File: src/rtl/stream_accum.sv
// stream_accum: groups an unsigned sample stream into sums of COUNT samples.
// A group closes when its COUNT-th sample is accepted or when flush is seen
// with at least one sample pending (the flush-cycle sample is included).
// Results appear one cycle after the closing edge with a single-cycle strobe.
// Optional macro STREAM_ACCUM_SAT_EN: saturate the sum at 2^SUM_WIDTH-1
// instead of wrapping. The overflow flag is reported either way.
module stream_accum #(
  parameter int WIDTH     = 8,
  parameter int COUNT     = 4,
  parameter int SUM_WIDTH = 10
) (
  input  logic                 clk,
  input  logic                 rst_n,
  input  logic                 din_valid,
  input  logic [WIDTH-1:0]     din,
  input  logic                 flush,
  output logic                 dout_valid,
  output logic [SUM_WIDTH-1:0] dout,
  output logic [7:0]           dout_cnt,
  output logic                 dout_ovf
);

  localparam logic [7:0] COUNT_C = 8'(COUNT);

  typedef enum logic [0:0] {
    S_IDLE = 1'b0,
    S_ACC  = 1'b1
  } state_t;

  state_t               r_state;
  state_t               w_state_nxt;
  logic [SUM_WIDTH-1:0] r_acc;
  logic [SUM_WIDTH-1:0] w_acc_nxt;
  logic [SUM_WIDTH-1:0] w_sum;
  logic [SUM_WIDTH:0]   w_add;
  logic [7:0]           r_cnt;
  logic [7:0]           w_cnt_nxt;
  logic [7:0]           w_cnt_inc;
  logic                 r_ovf;
  logic                 w_ovf_nxt;
  logic                 w_carry;
  logic                 w_close;

  // Add the zero-extended sample to the running sum and derive the carry.
  always_comb begin
    w_add     = {1'b0, r_acc} + {{(SUM_WIDTH + 1 - WIDTH){1'b0}}, din};
    w_carry   = din_valid & w_add[SUM_WIDTH];
    w_cnt_inc = r_cnt + 8'd1;
`ifdef STREAM_ACCUM_SAT_EN
    // Once saturated the sum is all ones, so any further non-zero sample
    // carries again and the value stays pinned for the rest of the group.
    if (w_add[SUM_WIDTH]) begin
      w_sum = {SUM_WIDTH{1'b1}};
    end else begin
      w_sum = w_add[SUM_WIDTH-1:0];
    end
`else
    w_sum = w_add[SUM_WIDTH-1:0];
`endif
  end

  // FSM state register.
  always_ff @(posedge clk or negedge rst_n) begin
    if (!rst_n) begin
      r_state <= S_IDLE;
    end else begin
      r_state <= w_state_nxt;
    end
  end

  // Next-state, next-accumulator and group-close decision.
  always_comb begin
    w_state_nxt = r_state;
    w_acc_nxt   = r_acc;
    w_cnt_nxt   = r_cnt;
    w_ovf_nxt   = r_ovf;
    w_close     = 1'b0;
    case (r_state)
      S_IDLE: begin
        if (din_valid) begin
          w_acc_nxt = w_sum;
          w_cnt_nxt = 8'd1;
          w_ovf_nxt = w_carry;
          if ((COUNT_C == 8'd1) || flush) begin
            w_close = 1'b1;
          end else begin
            w_state_nxt = S_ACC;
          end
        end else begin
          // A flush with nothing pending produces no group.
          w_state_nxt = S_IDLE;
        end
      end
      S_ACC: begin
        if (din_valid) begin
          w_acc_nxt = w_sum;
          w_cnt_nxt = w_cnt_inc;
          w_ovf_nxt = r_ovf | w_carry;
          if ((w_cnt_inc == COUNT_C) || flush) begin
            w_close = 1'b1;
          end else begin
            w_state_nxt = S_ACC;
          end
        end else if (flush) begin
          w_close = 1'b1;
        end else begin
          w_state_nxt = S_ACC;
        end
      end
      default: begin
        w_state_nxt = S_IDLE;
        w_acc_nxt   = {SUM_WIDTH{1'b0}};
        w_cnt_nxt   = 8'd0;
        w_ovf_nxt   = 1'b0;
      end
    endcase
    if (w_close) begin
      w_state_nxt = S_IDLE;
    end else begin
      w_state_nxt = w_state_nxt;
    end
  end

  // Accumulator registers and registered result outputs.
  always_ff @(posedge clk or negedge rst_n) begin
    if (!rst_n) begin
      r_acc      <= {SUM_WIDTH{1'b0}};
      r_cnt      <= 8'd0;
      r_ovf      <= 1'b0;
      dout_valid <= 1'b0;
      dout       <= {SUM_WIDTH{1'b0}};
      dout_cnt   <= 8'd0;
      dout_ovf   <= 1'b0;
    end else begin
      dout_valid <= w_close;
      if (w_close) begin
        dout     <= w_acc_nxt;
        dout_cnt <= w_cnt_nxt;
        dout_ovf <= w_ovf_nxt;
        r_acc    <= {SUM_WIDTH{1'b0}};
        r_cnt    <= 8'd0;
        r_ovf    <= 1'b0;
      end else begin
        r_acc    <= w_acc_nxt;
        r_cnt    <= w_cnt_nxt;
        r_ovf    <= w_ovf_nxt;
      end
    end
  end

endmodule

File: config.mk
export PLATFORM = sky130hd
export DESIGN_NAME = stream_accum
export DESIGN_NICKNAME = d
export VERILOG_FILES = /design/src/rtl/stream_accum.sv
export SDC_FILE = /design/constraint.sdc
export NUM_CORES = 1
export LEC_CHECK = 0
export CORE_MARGIN = 2
export CORE_UTILIZATION = 55
export CTS_BUF_LIST = sky130_fd_sc_hd__clkbuf_8
export DETAILED_ROUTE_END_ITERATION = 6
export GPL_ROUTABILITY_DRIVEN = 0
export PLACE_DENSITY = 0.81
export SYNTH_ARGS = -nofsm -noshare
export SYNTH_HDL_FRONTEND = slang
export SYNTH_SLANG_ARGS = --single-unit
File: constraint.sdc
create_clock -name clk -period 4.24 [get_ports clk]
set_input_delay 0.848 -clock clk [delete_from_list [all_inputs] [get_ports clk]]
set_output_delay 0.848 -clock clk [all_outputs]
set_load 0.02 [all_outputs]
==> flow_summary.toml, run 1 <==
[route]
drt-wirelength-per-cell_um = 14.2
drc = 0
dr_total_vias = 1661
first_iter_violations = 151
post_drt_via_cell_ratio = 5.65
finalWirelength_mm = 4.18
drt.antenna.violating_nets = 0
drt-pass1-iter-count = 4

[pwr]
power_density_normalized_to_cell_area_nw_per_um2 = 499
irDropWorstVdd_uv = 356
p_leak_nw = 1.22
total_power_mw = 1.31

[synthesis]
syn-mean-instance-area_sq_um = 10.4
mappedNetlistArea_sq_um = 2190
synth_enable_flop_cells = 0
ys_seq_elements = 40
async_reset_ff_frac = 1.00
synth.lib_cells_used.distinct = 47
synthCells = 212
yosys.area.top_type = "dfrtp_1"
yosysWarnings = 0
yosys.area.top_type_share = 0.456
yosys-top-cells-count = "dfrtp_1, mux2i_1, nor2_1, inv_1, nand2_1"
yosysSeqAreaShare = 0.456
yosys-top-cells-area = "dfrtp_1, mux2i_1, ha_1, nor2_1, inv_1"
dominantRegCellSynth = "dfrtp_1"
synth.most_common_cell = "dfrtp_1"
syn_nets = 236

[worst_setup_path]
critical_path.endpoint_type = "register"
data_arrival_time_of_the_worst_path_ns = 3.16
timing_worst_setup_path_type = "primary input to register"
critical_path_data_required_time_ns = 4.41
path_max_fanout = 39
startpoint_type = "primary input"

[placement]
place.detailed.hpwl_mm = 3.00
placedCellCount = 286
placed_area_sq_um = 2530
port-buffer-count = 31
preCtsSetupSlack_ns = 0.937

[die]
chip_width_um = 67.2
fp.coreArea_sq_um = 3740
floorplan.die_area_sq_um = 4510
die_h_um = 67.2
row_count = 22
boundaryPins = 32
initial_utilization = 0.586

[global_route]
globalRouteTotalUtil = 0.217
grt_pass1_vias = 1637
grt_first_pass_wirelength_mm = 7.40
grt_start_max_net_pins = 41
globalRoute.totalOverflow = 0
antenna_violations_before_repair = 0

[finish]
final_layout_size_suffix_gt1_frac = 0.0732
design_area_sq_um = 2620
antennaDiodeCount = 0
areaGrowthSynthToFinish_pct = 19.3
final_net_count = 269
final_cells = 294
nFillCells = 303

[timing]
worst_clock_skew_ns = 0.00770
finalHoldViolCount = 0
final-max-slew-violation-count = 0
timing.setup.tns_ns = 0
period_minus_slack_ns = 2.99
layout_setup_ws_ns = 1.25
timing_worst_slew_pin_value_ns = 0.861
finalCritPeriodShare = 0.704
rsz0062_at_grt = "false"
max_clock_freq_mhz = 335
timing.max_slew.rel_slack = 0.426
timing.final.setup_violations = 0

[status]
result_of_the_run = "finished, final reports clean"

[clocking]
htree_levels = 2
clockRootBuffer = "clkbuf_8"
cts_tree = "built"
path_clk_slew_ns = 0.07
cts.repair_timing.setup_buffer_count = 0
cts_buffer_depth = 2
insertion_delay_ns = 0.29
ctsHoldBuffers = 0
numCtsBuffers = 5
cts_repair_resized_insts = 0
cts_num_sinks = 40

[worst_hold_path]
min-delay-path-class = "register to register"

[run]
maxCapViolCount = 0
## routing by layer
metal | vias up | GRT usage | wire length, um
met2 | 40 | 0.366 | 2070
met4 | 0 | 0.0740 | 80
li1 | 823 | - | -
met1 | 789 | 0.271 | 1860
met5 | - | 0 | 0
met3 | 9 | 0.0567 | 170
## state kept, by name, summed over array words and instances, names as in the netlist
register	cells
r_ovf	1
dout_cnt	8
r_state	1
dout_ovf	1
dout_valid	1
r_acc	10
dout	10
r_cnt	8
## metrics by stage
stage / hold slack (ns) / utilization
final: 0.510 / 0.699
after global routing: 0.530 / 0.699
after CTS: 0.513 / 0.699
after detailed placement: 0.497 / 0.675
after global placement: 0.490 / 0.675
after floorplan: 0.509 / -
## cell families (layout without fill, tap and decap cells)
kind of cell    after synthesis  count (layout)  share of synthesized area
mux                          25              25                      0.119
flops                        40              40                      0.456
buf+inv                      24              58                     0.0507
simple gates                 60              60                      0.134
fa+ha+maj                    12              12                     0.0718
xor+xnor                      7               7                     0.0279
compound gates               44              44                      0.140
## layout make-up
cell class / count / area [sq um] / share of cell area
Clock buffer: 6 / 82.6 / 0.0315
Clock inverter: 2 / 7.51 / 0.00287
Inverter: 17 / 63.8 / 0.0244
Multi-Input combinational cell: 148 / 1080 / 0.413
Sequential cell: 40 / 1000 / 0.382
Tap cell: 48 / 60.1 / 0.0229
Timing Repair Buffer: 33 / 320 / 0.122
## final timing paths
check	start	end	slack, ns	cells past startpoint
min in group asynchronous	rst_n	dout_cnt[4]	0.66	1
worst max-delay path	din_valid	dout_ovf	1.25	8
worst min register to register	dout[5]	dout[5]	0.51	1
worst min-delay path	dout[5]	dout[5]	0.51	1
max in group asynchronous	rst_n	r_acc[6]	3.02	1
worst max register to register	r_cnt[0]	dout_ovf	1.66	7
## power by group
group          total [mW]  internal (mW)  switching, mW
sequential          0.520          0.467         0.0530
clock               0.254          0.128          0.126
combinational       0.534          0.250          0.283
total                1.31          0.845          0.462
## worst max-delay path: stages
cell and delay (ns):
clkdlybuf4s50_1 0.46, buf_4 0.25, nand2_1 0.16, nor2_1 0.16, nand3_1 0.18, o31ai_4 0.24
buf_4 0.45, mux2_2 0.39
## placed cells by master, fill, tap and decap left out, types with 7 or more instances in the layout
cell type	count
o21ai_0	10
nor2_1	17
clkdlybuf4s50_1	30
inv_1	18
a21oi_1	10
mux2i_1	19
nand2_1	12
nor2b_1	7
ha_1	11
dfrtp_1	40
(Power assumes the default switching activity.)
==> inputs of run 2 (changes only) <==
Settings changed: CORE_UTILIZATION 55 to 51, PLACE_DENSITY 0.81 to 0.79.
Clock period 4.24 ns to 2.65 ns, I/O delays scaled along.
==> flow_summary.toml, run 2 (synthesis gave the netlist of run 1 again) <==
[pwr]
power_density_normalized_to_cell_area_nw_per_um2 = 808
irDropWorstVdd_uv = 660
p_leak_nw = 1.27

[clocking]
path_clk_slew_ns = 0.08
cts.repair_timing.setup_buffer_count = 0
clockRootBuffer = "clkbuf_8"
ctsHoldBuffers = 0
htree_levels = 2
numCtsBuffers = 5
cts_num_sinks = 40
insertion_delay_ns = 0.30
cts_buffer_depth = 2
cts_repair_resized_insts = 0
cts_tree = "built"

[timing]
max_clock_freq_mhz = 402
timing.max_slew.rel_slack = 0.421
timing_worst_slew_pin_value_ns = 0.869
timing.final.setup_violations = 0
rsz0062_at_grt = "false"
period_minus_slack_ns = 2.49
finalHoldViolCount = 0
final-max-slew-violation-count = 0
worst_clock_skew_ns = 0.00369
finalCritPeriodShare = 0.939

[worst_setup_path]
worst_r2r_startpoint = "r_cnt[0]"
crit_path_cell_trace = "clkdlybuf4s50_1, ha_1, a21o_1, a31oi_1, a2111oi_0, or4_1, mux2_4"
crit_path_top_delay_cell = "or4_1"
startpoint = "din[4]"
cpLargestDelayFamily = "compound AO/OA/AOI/OAI gates"
startpoint_type = "primary input"
path_max_fanout = 3
timing.critical_path.buf_inv = 1
critical_path_data_required_time_ns = 2.84
timing_worst_setup_path_type = "primary input to register"
timing.reg2reg.setup_slack_ns = 0.24
slowest_delay_ns = 0.56
data_arrival_time_of_the_worst_path_ns = 2.68
critical_path.endpoint_type = "register"

[finish]
final_layout_size_suffix_gt1_frac = 0.121
areaGrowthSynthToFinish_pct = 23.8
final_net_count = 280
final_cells = 307
mostFrequentLayoutCell = "dfrtp_1"
reg_top3 = "dout: 10 flops, r_acc: 10 flops"
antennaDiodeCount = 0
utilization = 0.670
final_cell_mix = "dfrtp_1, clkdlybuf4s50_1, mux2i_1, nor2_1, inv_1"

[route]
drt.antenna.violating_nets = 0
dr_total_vias = 1685
finalWirelength_mm = 4.37
drc = 0
post_drt_via_cell_ratio = 5.49
drt-wirelength-per-cell_um = 14.2
drt-pass1-iter-count = 4
first_iter_violations = 101

[placement]
port-buffer-count = 31
placedCellCount = 299
place.detailed.hpwl_mm = 3.13

[die]
initial_utilization = 0.541
floorplan.die_area_sq_um = 4840
fp.coreArea_sq_um = 4060
boundaryPins = 32
row_count = 23
chip_width_um = 69.6
die_h_um = 69.6

[global_route]
grt_start_max_net_pins = 41
globalRouteTotalUtil = 0.200
grt_pass1_vias = 1662
grt_first_pass_wirelength_mm = 7.65
globalRoute.totalOverflow = 0
antenna_violations_before_repair = 0

[worst_hold_path]
min-delay-path-class = "primary input to async pin"

[run]
maxCapViolCount = 0

[status]
result_of_the_run = "finished, final reports clean"
run 2: changes by cell type in the layout (fill, tap and decap cells not counted), sizes merged:
cell    previous run  this run
inv               18        16
buf                3        14
clkinv             1         3
run 2: through the flow:
| step | setup TNS [ns] | worst slack, ns | instance area, sq um | hold slack, ns | power (mW) |
|---|---|---|---|---|---|
| after floorplan | 0 | 0.356 | 2190 | 0.234 | 1.42 |
| after detailed placement | -0.264 | -0.124 | 2630 | 0.497 | 1.78 |
| after global placement | -0.135 | -0.0861 | 2630 | 0.490 | 1.76 |
| final | 0 | 0.163 | 2720 | 0.340 | 2.20 |
| after CTS | 0 | 0.181 | 2720 | 0.375 | 2.22 |
| after global routing | 0 | 0.0982 | 2720 | 0.414 | 2.35 |
run 2: where the power goes:
| group | switching (mW) | total (mW) | internal (mW) |
|---|---|---|---|
| registers | 0.0852 | 0.832 | 0.747 |
| clock network | 0.212 | 0.419 | 0.208 |
| logic | 0.476 | 0.944 | 0.468 |
| total | 0.773 | 2.20 | 1.42 |
run 2: final timing paths:
path | to | cells past startpoint
worst min register to register | dout_cnt[7] | 1
max in group asynchronous | dout[6] | 1
min in group clk | dout_cnt[7] | 1
worst max register to register | dout[2] | 7
worst min-delay path | r_cnt[5] | 1
worst max-delay path | dout[9] | 7
run 2: cell type report:
type / instances / area, sq um
inverters: 17 / 63.8
clock buffers: 6 / 82.6
flip-flops and latches: 40 / 1000
fillers: 339 / 1340
well taps: 50 / 62.6
clock inverters: 2 / 10.0
multi-input cells: 148 / 1080
repair buffers: 44 / 415
run 2: routing by layer:
layer / vias to the layer above / wire length [um] / GRT usage
li1: 849 / - / -
met1: 796 / 1980 / 0.259
met2: 29 / 2140 / 0.321
met3: 11 / 170 / 0.0451
met4: 0 / 78 / 0.0850
met5: - / 0 / 0
